## config.mk

```make
export PLATFORM = sky130hd
export DESIGN_NAME = extram_sram16_ctrl
export DESIGN_NICKNAME = d
export VERILOG_FILES = /design/src/rtl/extram_sram16_ctrl_pkg.sv /design/src/rtl/extram_sram16_ctrl_wait.sv /design/src/rtl/extram_sram16_ctrl.sv
export SDC_FILE = /design/constraint.sdc
export NUM_CORES = 1
export LEC_CHECK = 0
export ABC_AREA = 1
export ABC_CLOCK_PERIOD_IN_PS = 5200
export BUFFER_PORTS_ARGS = -buffer_cell sky130_fd_sc_hd__buf_2
export CORE_ASPECT_RATIO = 1.4
export CORE_MARGIN = 8
export CORE_UTILIZATION = 58
export CTS_CLUSTER_SIZE = 25
export DETAILED_ROUTE_END_ITERATION = 7
export PLACE_DENSITY = 0.86
export SLEW_MARGIN = 40
export SYNTH_ARGS = -nofsm -noshare
export SYNTH_HDL_FRONTEND = slang
export SYNTH_SLANG_ARGS = --single-unit
```

## constraint.sdc

```tcl
create_clock -name clk -period 5.2 [get_ports clk]
set_input_delay 0.78 -clock clk [delete_from_list [all_inputs] [get_ports clk]]
set_output_delay 0.78 -clock clk [all_outputs]
set_load 0.02 [all_outputs]
```

## src/rtl/extram_sram16_ctrl_pkg.sv

```systemverilog
// Shared types and constants for the 32-bit to 16-bit external SRAM controller.
package extram_sram16_ctrl_pkg;

   localparam int unsigned SRAM_DATA_W = 16;
   localparam int unsigned WAIT_CNT_W  = 4;
   localparam int unsigned BUS_DATA_W  = 32;
   localparam int unsigned BUS_STRB_W  = 4;

   localparam logic HALF_LO = 1'b0;
   localparam logic HALF_HI = 1'b1;

   typedef enum logic [2:0] {
      ST_IDLE,
      ST_SETUP,
      ST_STROBE,
      ST_HOLD,
      ST_DONE
   } state_e;

   typedef struct packed {
      logic [BUS_STRB_W-1:0] wstrb;
      logic [BUS_DATA_W-1:0] wdata;
   } req_t;

endpackage

```

## src/rtl/extram_sram16_ctrl_wait.sv

```systemverilog
// Strobe-phase timer: loaded in SETUP, counts down through STROBE, flags the last cycle.
module extram_wait_counter
   import extram_sram16_ctrl_pkg::*;
#(
   parameter int unsigned WAIT_CYCLES = 2
) (
   input  logic clk,
   input  logic resetn,
   input  logic load,
   input  logic en,
   output logic done_c
);

   localparam logic [WAIT_CNT_W-1:0] LOAD_VAL =
      (WAIT_CYCLES == 0) ? '0 : WAIT_CNT_W'(WAIT_CYCLES - 1);

   logic [WAIT_CNT_W-1:0] cnt;

   always_ff @(posedge clk or negedge resetn) begin
      if (!resetn)
         cnt <= '0;
      else if (load)
         cnt <= LOAD_VAL;
      else if (en && (cnt != '0))
         cnt <= cnt - WAIT_CNT_W'(1);
   end

   assign done_c = (cnt == '0);

endmodule

```

## src/rtl/extram_sram16_ctrl.sv

```systemverilog
// Splits each 32-bit extram request into two timed halfword accesses on an async 16-bit SRAM.
module extram_sram16_ctrl
   import extram_sram16_ctrl_pkg::*;
#(
   parameter int unsigned ADDR_BITS   = 18,
   parameter int unsigned WAIT_CYCLES = 2
) (
   input  logic                   clk,
   input  logic                   resetn,
   input  logic                   extram_valid,
   output logic                   extram_ready,
   input  logic [BUS_STRB_W-1:0]  extram_wstrb,
   input  logic [31:0]            extram_addr,
   input  logic [BUS_DATA_W-1:0]  extram_wdata,
   output logic [BUS_DATA_W-1:0]  extram_rdata,
   output logic [ADDR_BITS-1:0]   sram_addr,
   output logic [SRAM_DATA_W-1:0] sram_dq_do,
   output logic                   sram_dq_oe,
   input  logic [SRAM_DATA_W-1:0] sram_dq_di,
   output logic                   sram_ce_n,
   output logic                   sram_oe_n,
   output logic                   sram_we_n,
   output logic                   sram_lb_n,
   output logic                   sram_ub_n
);

   state_e                 state, state_nx;
   logic                   half_q, half_nx;
   req_t                   req_q, cur_req;
   logic [ADDR_BITS-2:0]   word_q, cur_word;
   logic [SRAM_DATA_W-1:0] rd_lo_q;
   logic                   is_rd, active, cnt_done;
   logic [1:0]             strb;

   logic [ADDR_BITS-1:0]   sram_addr_nx;
   logic [SRAM_DATA_W-1:0] dq_do_nx;
   logic                   dq_oe_nx, ce_n_nx, oe_n_nx, we_n_nx, lb_n_nx, ub_n_nx, ready_nx;
   logic                   cap_lo, cap_hi;

   // Byte-offset bits and bits above the SRAM window are decoded upstream.
   logic unused_addr;
   assign unused_addr = ^{extram_addr[31:ADDR_BITS+1], extram_addr[1:0]};

   extram_wait_counter #(.WAIT_CYCLES(WAIT_CYCLES)) u_wait (
      .clk    (clk),
      .resetn (resetn),
      .load   (state == ST_SETUP),
      .en     (state == ST_STROBE),
      .done_c (cnt_done)
   );

   always_ff @(posedge clk or negedge resetn) begin
      if (!resetn) begin
         state  <= ST_IDLE;
         half_q <= HALF_LO;
      end else begin
         state  <= state_nx;
         half_q <= half_nx;
      end
   end

   // Next state plus next values of every registered SRAM/bus output.
   always_comb begin
      state_nx = state;
      half_nx  = half_q;
      if (state == ST_IDLE) begin
         cur_req.wstrb = extram_wstrb;
         cur_req.wdata = extram_wdata;
         cur_word      = extram_addr[ADDR_BITS:2];
      end else begin
         cur_req  = req_q;
         cur_word = word_q;
      end
      is_rd = (cur_req.wstrb == 4'b0000);

      case (state)
         ST_IDLE: begin
            if (extram_valid) begin
               state_nx = ST_SETUP;
               half_nx  = (extram_wstrb[1:0] == 2'b00 && extram_wstrb[3:2] != 2'b00) ? HALF_HI : HALF_LO;
            end
         end
         ST_SETUP:  state_nx = (WAIT_CYCLES == 0) ? ST_HOLD : ST_STROBE;
         ST_STROBE: if (cnt_done) state_nx = ST_HOLD;
         ST_HOLD: begin
            if (half_q == HALF_LO && (is_rd || req_q.wstrb[3:2] != 2'b00)) begin
               state_nx = ST_SETUP;
               half_nx  = HALF_HI;
            end else begin
               state_nx = ST_DONE;
            end
         end
         ST_DONE:   state_nx = ST_IDLE;
         default:   state_nx = ST_IDLE;
      endcase

      strb   = (half_nx == HALF_HI) ? cur_req.wstrb[3:2] : cur_req.wstrb[1:0];
      active = (state_nx == ST_SETUP) || (state_nx == ST_STROBE) || (state_nx == ST_HOLD);

      ce_n_nx      = 1'b1;
      oe_n_nx      = 1'b1;
      we_n_nx      = 1'b1;
      lb_n_nx      = 1'b1;
      ub_n_nx      = 1'b1;
      dq_oe_nx     = 1'b0;
      sram_addr_nx = sram_addr;
      dq_do_nx     = sram_dq_do;
      ready_nx     = (state_nx == ST_DONE);

      if (active) begin
         ce_n_nx      = 1'b0;
         sram_addr_nx = {cur_word, half_nx};
         if (is_rd) begin
            lb_n_nx = 1'b0;
            ub_n_nx = 1'b0;
            oe_n_nx = 1'b0;
         end else begin
            dq_oe_nx = 1'b1;
            dq_do_nx = (half_nx == HALF_HI) ? cur_req.wdata[31:16] : cur_req.wdata[15:0];
            lb_n_nx  = ~strb[0];
            ub_n_nx  = ~strb[1];
            we_n_nx  = (state_nx != ST_STROBE);
         end
      end

      cap_lo = (state == ST_HOLD) && is_rd && (half_q == HALF_LO);
      cap_hi = (state == ST_HOLD) && is_rd && (half_q == HALF_HI);
   end

   // Request latch and low-half read capture.
   always_ff @(posedge clk or negedge resetn) begin
      if (!resetn) begin
         req_q   <= '0;
         word_q  <= '0;
         rd_lo_q <= '0;
      end else begin
         if (state == ST_IDLE && extram_valid) begin
            req_q.wstrb <= extram_wstrb;
            req_q.wdata <= extram_wdata;
            word_q      <= extram_addr[ADDR_BITS:2];
         end
         if (cap_lo)
            rd_lo_q <= sram_dq_di;
      end
   end

   // All pad and bus outputs come straight from flops.
   always_ff @(posedge clk or negedge resetn) begin
      if (!resetn) begin
         sram_ce_n    <= 1'b1;
         sram_oe_n    <= 1'b1;
         sram_we_n    <= 1'b1;
         sram_lb_n    <= 1'b1;
         sram_ub_n    <= 1'b1;
         sram_dq_oe   <= 1'b0;
         sram_addr    <= '0;
         sram_dq_do   <= '0;
         extram_ready <= 1'b0;
         extram_rdata <= '0;
      end else begin
         sram_ce_n    <= ce_n_nx;
         sram_oe_n    <= oe_n_nx;
         sram_we_n    <= we_n_nx;
         sram_lb_n    <= lb_n_nx;
         sram_ub_n    <= ub_n_nx;
         sram_dq_oe   <= dq_oe_nx;
         sram_addr    <= sram_addr_nx;
         sram_dq_do   <= dq_do_nx;
         extram_ready <= ready_nx;
         if (cap_hi)
            extram_rdata <= {sram_dq_di, rd_lo_q};
      end
   end

endmodule
```

# [Word-level counts from Yosys, hierarchy flattened]
# Cells that the tools add are included.
[totals] regBits=150 input_bits=87
[classes] addsub=1 n_eq_ne=8 mux=24 n_bitwise=4 reduce_logical=19
[ops] op="36-bit two-way mux" n=1
[ops] op="17-bit two-way mux" n=1
[ops] op="16-bit two-way mux" n=1
[ops] op="1-bit two-way mux" n=13
[ops] op="3-bit by 2-bit == test with 1-bit output, second input constant" n=4
[ops] op="3-bit one-hot mux with 4 select lines" n=1
[ops] op="3-bit two-way mux" n=3
[ops] op="4-bit logical NOT" n=2
[ops] op="4-bit two-way mux" n=2
[ops] op="1-bit logical AND" n=7
[ops] op="3-bit by 1-bit == test with 1-bit output, second input constant" n=2
[ops] op="2-bit nonzero test" n=3
[ops] op="1-bit inverter" n=4
[ops] op="4-bit nonzero test" n=1
[ops] op="4-bit by 1-bit subtractor with 4-bit output, second input constant" n=1
[ops] op="3-bit == test, second input constant" n=1
[ops] op="3-bit logical NOT" n=1
[ops] op="1-bit logical OR" n=3
[ops] op="3-bit by 2-bit != test with 1-bit output, second input constant" n=1
[ops] op="2-bit logical NOT" n=1
[ops] op="2-bit two-way mux" n=1
[ops] op="1-bit one-hot mux with 2 select lines" n=1
[ops] op="2-bit AND reduction" n=1

# [Depth between registers and ports, before layout]
[logic_depth] depth_word=11 mapped_depth=15 mapped_depth_nobuf=13

# [Cells and area by module]
# From an unflattened synthesis, not the netlist that was laid out.
[unflattened] cells_unflattened=815 area_unflattened_um2=6673.9
[by_module_without_submodules] module="extram_sram16_ctrl" n_inst=1 cells_each=780 area_per_inst_um2=6418.7 seq_area_each_um2=3659.8
[by_module_without_submodules] module="extram_wait_counter" n_inst=1 cells_each=35 area_per_inst_um2=255.2 seq_area_each_um2=100.1

# [Worst setup path before layout]
# No wires, ideal clock.
[synth_path] path_kind="input-to-reg" from="input port extram_valid" to="register sram_dq_do[10]" arrival_time_ps=1886 setup_slack_ps=3250 path_stages=7 path_cell_list="nand3_2 -> a22oi_2 -> clkbuf_1 -> nand3_1 -> nand2_1 -> nand3_1 -> nand2_1"
[synth_via] elab_chain_len=6 word_cells_on_any_way=11
[synth_rtl] element="from (decl)" line_no="extram_sram16_ctrl.sv:10" text="input logic extram_valid,"
[synth_rtl] element="3-bit two-way mux" line_no="extram_sram16_ctrl.sv:78" text="if (extram_valid) begin"
[synth_rtl] element="3-bit one-hot mux with 4 select lines" line_no="extram_sram16_ctrl.sv:76" text="case (state)"
[synth_rtl] element="3-bit by 1-bit == test with 1-bit output / 3-bit by 2-bit == test with 1-bit output (equally long branches)" line_no="extram_sram16_ctrl.sv:98" text="active = (state_nx == ST_SETUP) || (state_nx == ST_STROBE) || (state_nx == ST_HOLD);"
[synth_rtl] element="1-bit logical OR (2 in series)" line_no="extram_sram16_ctrl.sv:98"
[synth_rtl] element="2-bit AND reduction (no line)"
[synth_rtl] element="to (signal assigned)" line_no="extram_sram16_ctrl.sv:168" text="sram_dq_do <= dq_do_nx;"
[synth_rtl] element="to (decl)" line_no="extram_sram16_ctrl.sv:17" text="output logic [SRAM_DATA_W-1:0] sram_dq_do,"
# Parallel ways exist; a longest one is shown, timed or not.
# A chain may end at the register's enable or synchronous reset.

# [Worst setup path in the final report]
[layout_path] from="register state[2]" to="register sram_addr[13]"
[layout_via] elab_chain_len=10 word_cells_on_any_way=18
[layout_rtl] element="from (decl)" line_no="extram_sram16_ctrl.sv:27" text="state_e state, state_nx;"
[layout_rtl] element="from (signal assigned)" line_no="extram_sram16_ctrl.sv:57" text="state <= state_nx;"
[layout_rtl] element="3-bit logical NOT" line_no="extram_sram16_ctrl.sv:66, extram_sram16_ctrl.sv:76"
[layout_rtl] element="36-bit two-way mux" line_no="extram_sram16_ctrl.sv:66" text="if (state == ST_IDLE) begin"
[layout_rtl] element="4-bit logical NOT" line_no="extram_sram16_ctrl.sv:74" text="is_rd = (cur_req.wstrb == 4'b0000);"
[layout_rtl] element="1-bit logical OR" line_no="extram_sram16_ctrl.sv:86" text="if (half_q == HALF_LO && (is_rd || req_q.wstrb[3:2] != 2'b00)) begin"
[layout_rtl] element="1-bit logical AND" line_no="extram_sram16_ctrl.sv:86"
[layout_rtl] element="3-bit two-way mux" line_no="extram_sram16_ctrl.sv:86"
[layout_rtl] element="3-bit one-hot mux with 4 select lines" line_no="extram_sram16_ctrl.sv:76"
[layout_rtl] element="3-bit by 1-bit == test with 1-bit output / 3-bit by 2-bit == test with 1-bit output (equally long branches)" line_no="extram_sram16_ctrl.sv:98"
[layout_rtl] element="1-bit logical OR (2 in series)" line_no="extram_sram16_ctrl.sv:98"
[layout_rtl] element="to (signal assigned)" line_no="extram_sram16_ctrl.sv:167" text="sram_addr <= sram_addr_nx;"
[layout_rtl] element="to (decl)" line_no="extram_sram16_ctrl.sv:16" text="output logic [ADDR_BITS-1:0] sram_addr,"
# Parallel ways exist; a longest one is shown, timed or not.

==> metrics <==
Seq/Total Area, Yosys 0.5701; Setup Buffers After CTS 0; Worst Skew 0.01076 ns; syn_nets 886; Final ANT Viol Nets 0; syn_area_per_cell 8.265 sq um; wire per inst between 10 and 15 microns; DR DRC count 0; Post-layout nets just over 1,000; WP data required around 5.5 ns; post-synthesis instance area 6595 sq um; die width 106.1 microns; Yosys Warn Count 0; Max Fanout on Critical Path 57; PortBufs 144; Final min period 3.240 ns; worst hold path type input pin to async pin; M2 GR Usage 0.3431; most frequent cells in the layout nand2_1, o21ai_0, dfrtp_1; fin area between 7000 and 8000 sq um; post-layout util 0.7094; vias post-DR 5,575; PostCTS Resize Cnt 0; layout cells sized above 1 0.2199; worst relative slew slack 0.6033; iteration count of the initial detailed-routing pass 6; Fmax 0.3086 GHz; die outline height 142.2 microns; Netlist cell types 25; DP HPWL about 10 mm; FF+latch count, synth 150; Storage cell area 3760 sq um; RR Startpoint state[2]$_DFF_PN0_; Rows 46; Final Max Slew Viols 0; Placeable Area ~11,000 sq um; Multi-input gate area 2291 sq um; final setup fails 0; insertion delay to the later sink of the worst-skew pair 0.41 ns; Syn Inst Count 798; I/O Pins 160; crit path kind register to register; critical path launch point type register; total track usage 0.2077; first-pass GRT wire length 25.32 mm; R2R depth 13; Vias/cell slightly above 5; Pwr per Cell Area 667.5 nW/um^2; GR peak layer met2; met3 usage 0.07570; crit path from state[2]$_DFF_PN0_; critical path arrival 3.53 ns; critical path's largest stage delay 0.43 ns; Area Growth Syn to Fin 20.72%; clock buffers created by TritonCTS 17; grt total ovfl 0; pin count of the biggest net entering global routing 111; clk sinks 150; H-tree depth 4; initial antenna violation count 0; post-route setup TNS 0 ns; Crit. End Element register; Most common cell on crit path nand2_1; met1 Use GR 0.2398; cell breakdown of the critical path nor2_4, nand2_4, nand2_1, nand2_1, nor2_2, nand2_2, nand2_2, nand3_2, nand3_2, buf_4, inv_2, nand2_1, nand2_1; Tightest Pin Transition between 0.5 and 0.6 ns; commonest non-fill, non-tap cell in the layout nand2_1; slowest library cell on the worst path dfrtp_1; outcome complete, no violations; ant diodes 0; Fin. Hold Viols 0; Max VDD drop 0.0003552 V; clk slew on worst S/H paths 0.06 ns; vias in the first global route 5,469; die area around 15,000 sq um; CTS Buffer Depth 2; number of max-cap violations 0; clock root buffer clkbuf_16; Initial Utilization 0.5876; DRT iter0 DRCs 278; CTS tree built; CTS Hold Bufs 0; final wirelength 15.29 mm; GPL Wtd Cong between 0.7 and 0.8; Fillers 919; Tcrit/Tclk final 0.6231; RSZ-0062 raised after global routing false; leakage dissipation 4.383 nW; DP Area 7342 sq um
state kept, by name, indices dropped and copies added, names as in the netlist, 3 cells and up:
| signal | flops |
|---|---|
| state | 3 |
| extram_rdata | 32 |
| word_q | 17 |
| req_q | 36 |
| sram_dq_do | 16 |
| sram_addr | 18 |
| rd_lo_q | 16 |
| u_wait.cnt | 4 |
per-layer routing:
| metal | part of all wire | up-vias |
|---|---|---|
| met3 | 0.075 | 18 |
| met1 | 0.41 | 2653 |
| met4 | 0.015 | 0 |
| met2 | 0.50 | 149 |
| li1 | - | 2755 |
| met5 | 0 | - |
layout make-up:
class | instances | area share
clock buffers | 17 | 0.05343
clock inverters | 15 | 0.01964
inverters | 94 | 0.04432
multi-input cells | 511 | 0.2878
flip-flops and latches | 150 | 0.4723
well taps | 144 | 0.02263
repair buffers | 150 | 0.09995
critical path, delay by kind of cell, from the launching register on:
kind / cells / cell delay [ns]
buffers and inverters: 2 / 0.57
DFF: 1 / 0.43
and+or+nand+nor: 11 / 2.10
kinds of logic (layout without fill, tap and decap cells):
group / Yosys count / after routing / share of synthesized area
xor gates and xnor gates: 1 / 1 / 0.001328
adders and majority gates: 1 / 1 / 0.001897
muxes: 1 / 1 / 0.001707
AOI/OAI and AO/OA: 158 / 158 / 0.1224
DFF: 150 / 150 / 0.5701
buffers and inverters: 137 / 276 / 0.08708
and+or+nand+nor: 350 / 350 / 0.2155
report_power, final:
part | switching (mW) | internal [mW] | total, mW
sequential | 0.236 | 1.65 | 1.89
combinational | 1.54 | 0.696 | 2.23
clock | 0.516 | 0.680 | 1.20
total | 2.29 | 3.03 | 5.31
through the flow:
| step | setup WS (ns) | hold slack, ns | total power, mW | cells |
|---|---|---|---|---|
| after floorplan | 3.250 | 0.4335 | 3.571 | 798 |
| after global placement | 1.692 | 0.4472 | 4.032 | 1048 |
| after detailed placement | 1.682 | 0.4528 | 4.126 | 1048 |
| after CTS | 1.663 | 0.4634 | 5.343 | 1080 |
| after global routing | 1.666 | 0.2401 | 5.733 | 1081 |
| final | 1.960 | 0.2305 | 5.314 | 1081 |
Yosys cell counts:
library cell    n  area share
nand2_1       290        0.17
o21ai_0       149        0.11
dfrtp_1       145        0.55
inv_1          92       0.052
nand3_1        41       0.031
clkbuf_1       26       0.015
buf_6           7       0.012
buf_2           6      0.0046
nand2_2         6      0.0057
dfstp_2         5       0.020
a21oi_1         4      0.0030
buf_1           4      0.0023
nand3_2         4      0.0061
nor2_1          3      0.0017
nor3_1          3      0.0023
a21boi_0        2      0.0023
inv_2           2      0.0011
nor2_2          2      0.0019
a22oi_2         1      0.0019
ha_1            1      0.0019
mux2_2          1      0.0017
nor2_4          1      0.0017
o21a_1          1      0.0011
o22ai_1         1     0.00095
xor2_1          1      0.0013
worst paths after layout:
| check | to | slack, ns |
|---|---|---|
| min in group clk | sram_addr[5]$_DFFE_PN0P_ | 0.46 |
| setup / recovery | sram_addr[13]$_DFFE_PN0P_ | 1.96 |
| hold / removal | sram_dq_do[0]$_DFFE_PN0P_ | 0.23 |
| max in group asynchronous | sram_oe_n$_DFF_PN1_ | 3.72 |
| hold reg to reg | sram_addr[5]$_DFFE_PN0P_ | 0.46 |
| setup reg to reg | sram_addr[13]$_DFFE_PN0P_ | 1.96 |
Power figures use the tool's default switching activity.
